$ cat src/rtl/cpu_pkg.sv
// Shared CPU front-end definitions: datapath widths, fetch state encoding
// and the address the fetch unit starts from after reset.
package cpu_pkg;

  localparam int ADDR_W  = 16;
  localparam int INSTR_W = 16;

  typedef logic [ADDR_W-1:0]  addr_t;
  typedef logic [INSTR_W-1:0] instr_t;

  localparam addr_t RESET_ADDR = 16'd0;

  typedef enum logic [1:0] {
    ISSUE,
    WAIT,
    HOLD
  } fetch_state_e;

endpackage

$ cat src/rtl/instr_fetch.sv
// Single-outstanding instruction fetch unit between the PC and decode.
// Define INSTR_FETCH_STATS_EN to add fetch_count/flush_count statistics outputs.
module instr_fetch
  import cpu_pkg::*;
#(
  parameter int                ADDR_W     = cpu_pkg::ADDR_W,
  parameter int                INSTR_W    = cpu_pkg::INSTR_W,
  parameter logic [ADDR_W-1:0] RESET_ADDR = cpu_pkg::RESET_ADDR
) (
  input  logic               clk,
  input  logic               reset,
  output logic [ADDR_W-1:0]  pc_addr,
  output logic               imem_req,
  output logic [ADDR_W-1:0]  imem_addr,
  input  logic [INSTR_W-1:0] imem_rdata,
  input  logic               imem_rvalid,
  input  logic               redirect_valid,
  input  logic [ADDR_W-1:0]  redirect_addr,
  output logic               instr_valid,
  input  logic               instr_ready,
  output logic [INSTR_W-1:0] instr,
  output logic [ADDR_W-1:0]  instr_pc
`ifdef INSTR_FETCH_STATS_EN
  ,
  output logic [31:0]        fetch_count,
  output logic [15:0]        flush_count
`endif
);

  fetch_state_e       state_q, state_d;
  logic [ADDR_W-1:0]  pc_q, pc_d;
  logic               kill_q, kill_d;
  logic               instrValid_q, instrValid_d;
  logic [INSTR_W-1:0] instr_q, instr_d;
  logic [ADDR_W-1:0]  instrPc_q, instrPc_d;

  always_ff @(posedge clk) begin
    if (reset) begin
      state_q      <= ISSUE;
      pc_q         <= RESET_ADDR;
      kill_q       <= 1'b0;
      instrValid_q <= 1'b0;
      instr_q      <= '0;
      instrPc_q    <= '0;
    end else begin
      state_q      <= state_d;
      pc_q         <= pc_d;
      kill_q       <= kill_d;
      instrValid_q <= instrValid_d;
      instr_q      <= instr_d;
      instrPc_q    <= instrPc_d;
    end
  end

  // A redirect wins in every state; a request still in flight is marked
  // killed so its eventual response is dropped instead of delivered.
  always_comb begin
    state_d      = state_q;
    pc_d         = pc_q;
    kill_d       = kill_q;
    instrValid_d = instrValid_q;
    instr_d      = instr_q;
    instrPc_d    = instrPc_q;
    if (redirect_valid) begin
      pc_d = redirect_addr;
      unique case (state_q)
        ISSUE: state_d = ISSUE;
        WAIT: begin
          if (imem_rvalid) begin
            kill_d  = 1'b0;
            state_d = ISSUE;
          end else begin
            kill_d = 1'b1;
          end
        end
        HOLD: begin
          instrValid_d = 1'b0;
          state_d      = ISSUE;
        end
        default: state_d = ISSUE;
      endcase
    end else begin
      unique case (state_q)
        ISSUE: state_d = WAIT;
        WAIT: begin
          if (imem_rvalid) begin
            if (kill_q) begin
              kill_d  = 1'b0;
              state_d = ISSUE;
            end else begin
              instr_d      = imem_rdata;
              instrPc_d    = pc_q;
              instrValid_d = 1'b1;
              pc_d         = pc_q + ADDR_W'(1);
              state_d      = HOLD;
            end
          end
        end
        HOLD: begin
          if (instr_ready) begin
            instrValid_d = 1'b0;
            state_d      = ISSUE;
          end
        end
        default: state_d = ISSUE;
      endcase
    end
  end

  assign imem_req    = (state_q == ISSUE) && !redirect_valid && !reset;
  assign imem_addr   = imem_req ? pc_q : '0;
  assign pc_addr     = pc_q;
  assign instr_valid = instrValid_q;
  assign instr       = instr_q;
  assign instr_pc    = instrPc_q;

`ifdef INSTR_FETCH_STATS_EN
  logic [31:0] fetchCount_q;
  logic [15:0] flushCount_q;

  // A handshake coinciding with a redirect is a flush, not a delivery.
  always_ff @(posedge clk) begin
    if (reset) begin
      fetchCount_q <= '0;
      flushCount_q <= '0;
    end else begin
      if (instrValid_q && instr_ready && !redirect_valid)
        fetchCount_q <= fetchCount_q + 32'd1;
      if (redirect_valid && (state_q != ISSUE))
        flushCount_q <= flushCount_q + 16'd1;
    end
  end

  assign fetch_count = fetchCount_q;
  assign flush_count = flushCount_q;
`endif

endmodule

$ cat config.mk
export PLATFORM = sky130hd
export DESIGN_NAME = instr_fetch
export DESIGN_NICKNAME = d
export VERILOG_FILES = /design/src/rtl/cpu_pkg.sv /design/src/rtl/instr_fetch.sv
export SDC_FILE = /design/constraint.sdc
export NUM_CORES = 1
export LEC_CHECK = 0
export CORE_UTILIZATION = 38
export DETAILED_ROUTE_END_ITERATION = 8
export HOLD_SLACK_MARGIN = 0.12
export PLACE_DENSITY = 0.73
export SKIP_CTS_REPAIR_TIMING = 1
export SYNTH_ARGS = -nofsm -noshare
export SYNTH_HDL_FRONTEND = slang
export SYNTH_SLANG_ARGS = --single-unit
export TNS_END_PERCENT = 1
$ cat constraint.sdc
create_clock -name clk -period 1.7 [get_ports clk]
set_input_delay 0.255 -clock clk [delete_from_list [all_inputs] [get_ports clk]]
set_output_delay 0.255 -clock clk [all_outputs]
set_load 0.05 [all_outputs]
==> out/qor.json <==
{
  "sta": {
    "hold_violation_total_from_the_final_report": 0,
    "max_freq_ghz": 0.5301,
    "minimum_period_implied_by_the_final_worst_setup_slack_ns": 1.886,
    "rsz_0062_raised_after_global_routing": "true",
    "number_of_failing_setup_endpoints_in_the_final_timing_report": 20,
    "final.setup.worst_slack_ns": -0.1863,
    "timing.max_slew.rel_slack_pct": 62.19,
    "maxSlewViolCount": 0,
    "final.setup_skew_ns": 0.003664,
    "final.period_utilization_pct": 111.0,
    "measured_slew_at_the_worst_slew_check_pin_ns": 0.5672
  },
  "place": {
    "place_inst": 487,
    "detailedPlacementHpwl_um": 4896,
    "place.gp.congestion": 0.8479,
    "placed_cell_areas_um2": 3867,
    "buffer_ports.inserted": 102
  },
  "route": {
    "drc_markers": 0,
    "ant_nets": 0,
    "vias": 2452,
    "route.detailed.wl_per_inst_um": 13.38,
    "first_iter_violations": 112,
    "vias_per_cell": 4.964,
    "drt-pass1-iter-count": 4,
    "drt-total-wl_um": 6612
  },
  "clocking": {
    "cts_tree": "built",
    "cts.htree.levels": 2,
    "cts_max_path_buffers": 2,
    "clkSlewWorstSetupHoldPaths_ns": 0.09,
    "numCtsBuffers": 5,
    "clk_latency_ns": 0.30,
    "cell_at_the_root_of_the_clock_tree": "clkbuf_8",
    "tritoncts_num_sinks": 52
  },
  "logic_synthesis": {
    "synth_seq_cells": 52,
    "main_combinational_cell_family_by_area_after_synthesis": "simple AND/OR/NAND/NOR gates",
    "synth_warnings": 0,
    "synth-compound-area-share_pct": 16.33,
    "synth-xor-area-share_pct": 2.814,
    "async_set_or_reset_flop_fraction_in_the_synthesized_netlist_pct": 0,
    "post_synth_edffs": 0,
    "synth-seq-area-share_pct": 41.81,
    "synth_cell_type_count": 42,
    "synthAdderAreaFrac_pct": 2.513,
    "synth.area.mux_share_pct": 0.8040,
    "synth.net_count": 340,
    "yosys.area_share.simple_pct": 28.79,
    "synth.avg_cell_area_um2": 8.355,
    "post_synthesis_cell_area_um2": 2490,
    "synth-main-ff-cell": "dfxtp_1",
    "post_synthesis_instance_total": 298
  },
  "global_routing": {
    "grtUsageTotal_pct": 18.99,
    "first_pass_grt_wire_length_um": 10760,
    "globalRoute.totalOverflow": 0,
    "vias_in_the_first_global_route": 2315,
    "antenna_found_initial": 0,
    "grt_max_degree": 53
  },
  "critical_path": {
    "timing.critical_path.fanout_max": 12,
    "cp_slowest_stage_delay_ns": 0.37,
    "end_kind": "output pin",
    "critPathArrivalTime_ns": 1.63,
    "worstSetupPathType": "reg2out",
    "critical_path.cell_chain": "inv_2 > ha_4 > nor2b_4 > nor2b_4 > buf_8 > and2_2 > buf_12",
    "critical_path.startpoint_type": "flop",
    "setup.reg_to_reg.worst_slack_ns": -0.04,
    "crit-reg2reg-launch": "state_q[1]",
    "crit_path_max_delay_cell_type": "dfxtp_2",
    "required_ns": 1.44,
    "path_common_cell": "nor2b_4",
    "worst_r2r_endpoint": "pc_addr[15]",
    "reg2reg_depth": 6
  },
  "die": {
    "chipHeight_um": 82.95,
    "design.core.area_um2": 6350,
    "placement_rows": 29,
    "start_util_pct": 39.21,
    "dieArea_um2": 6880,
    "die_extent_in_x_um": 82.95,
    "design.portCount": 103
  },
  "finish": {
    "insertedDiodeCount": 0,
    "final_layout_size_suffix_gt1_share_pct": 33.57,
    "fin_nets": 459,
    "final_design_area_no_fill_um2": 4060,
    "final-instance-count-excl-fill": 494,
    "area_growth_syn_to_layout_pct": 63.07
  },
  "min_path": {
    "min_from": "instr[5]",
    "hold_path_depth": 2,
    "min-delay-path-class": "reg2reg",
    "min_to": "instr[5]"
  },
  "job": {
    "maxCapViolations": 0
  },
  "pwr": {
    "power-per-cell-area_nw_per_um2": 735.8,
    "leakage_nw": 1.670,
    "total_power_mw": 2.987,
    "irDropWorstVdd_uv": 489.3
  },
  "run_status": {
    "failed_checks": "negative setup slack",
    "status": "complete, but fails checks"
  }
}
[layer usage]
metal / GRT usage, % / up-vias / routed length [µm] / share of wire [%]
met2: 33.23 / 69 / 3319 / 50
met3: 4.771 / 4 / 355 / 5.4
met5: 0 / - / 0 / 0
met1: 23.44 / 1135 / 2908 / 44
li1: - / 1244 / - / -
met4: 4.232 / 0 / 28 / 0.42
[final cells by class]
class                      instances  area [µm²]
fill                             540        2290
timing repair buffer             133        1406
multi-input combinational        214        1341
sequential                        52        1046
tap                               77       96.34
clock buffer                       5       68.82
clock inverter                     2       60.06
inverter                          11       41.29
[registers in the layout (all words and copies together) (netlist names)]
register	cells
state_q	2
pc_addr	16
instr_valid	1
instr	16
kill_q	1
instr_pc	16
[cells in the final DEF (no fill, tap or decap), types with 5 or more instances in the layout]
| master | n |
|---|---|
| nand2_1 | 72 |
| a211oi_1 | 11 |
| clkdlybuf4s50_1 | 35 |
| buf_12 | 24 |
| clkbuf_8 | 5 |
| inv_1 | 9 |
| and2_4 | 12 |
| xnor2_1 | 7 |
| dfxtp_1 | 48 |
| buf_4 | 69 |
| a21oi_1 | 37 |
| nor2_1 | 16 |
[cells in the mapped netlist (all sizes together), types with 2 or more instances]
cell type	n	area (µm²)
o21ai	3	15.01
nand2	72	270.3
and2	17	107.6
nand4	4	40.04
a2111oi	3	26.28
mux2i	2	20.02
a21oi	37	185.2
clkbuf	8	30.03
buf	12	92.58
and4	2	17.52
ha	5	62.56
nor4	4	58.81
a311oi	5	50.04
xnor2	7	61.31
a211oi	12	95.09
nand4b	2	32.53
nor3	4	20.02
nand3b	2	27.53
dfxtp	52	1041
nor2b	3	18.77
nand3	3	27.53
or3	3	18.77
inv	11	41.29
nor2	17	63.81
[power breakdown]
| group | switching [mW] | internal (mW) | leakage, nW |
|---|---|---|---|
| Combinational | 0.383 | 0.322 | 1.18 |
| Sequential | 0.0448 | 1.26 | 0.425 |
| Clock | 0.396 | 0.579 | 0.0642 |
| Total | 0.824 | 2.16 | 1.67 |
[critical path, delay by kind of cell (launching register included)]
kind,cells,cell delay (ns)
flops,1,0.37
buf+inv,3,0.34
simple gates,3,0.46
fa+ha+maj,1,0.15
[worst max-delay path by stage]
stage              startpoint             to  slack (ns)  cells past startpoint
2_1_floorplan      state_q[0]   imem_addr[7]       -0.12                      6
3_3_place_gp   redirect_valid  imem_addr[15]       -0.14                      6
3_5_place_dp      imem_rvalid    pc_addr[11]       -0.19                      6
4_1_cts            state_q[1]  imem_addr[15]       -0.39                      7
5_1_grt            state_q[1]   imem_addr[8]       -0.26                      7
6_report           state_q[0]   imem_addr[8]       -0.19                      7
[cell families after synthesis]
logic type      after synthesis
compound gates               64
xor+xnor                      8
fa+ha+maj                     5
buf+inv                      32
flops                        52
mux                           2
simple gates                135
[through the flow]
step | worst slack (ns) | util (%) | hold slack (ns) | TNS (ns)
final | -0.1863 | 63.94 | 0.4548 | -2.778
after global routing | -0.2561 | 63.94 | 0.4762 | -5.843
after CTS | -0.3865 | 62.94 | 0.4609 | -5.958
after detailed placement | -0.1907 | 60.91 | 0.4470 | -5.567
after global placement | -0.1394 | 60.91 | 0.4423 | -3.005
after floorplan | -0.1184 | - | 0.3910 | -0.7744
(Power assumes the default switching activity.)
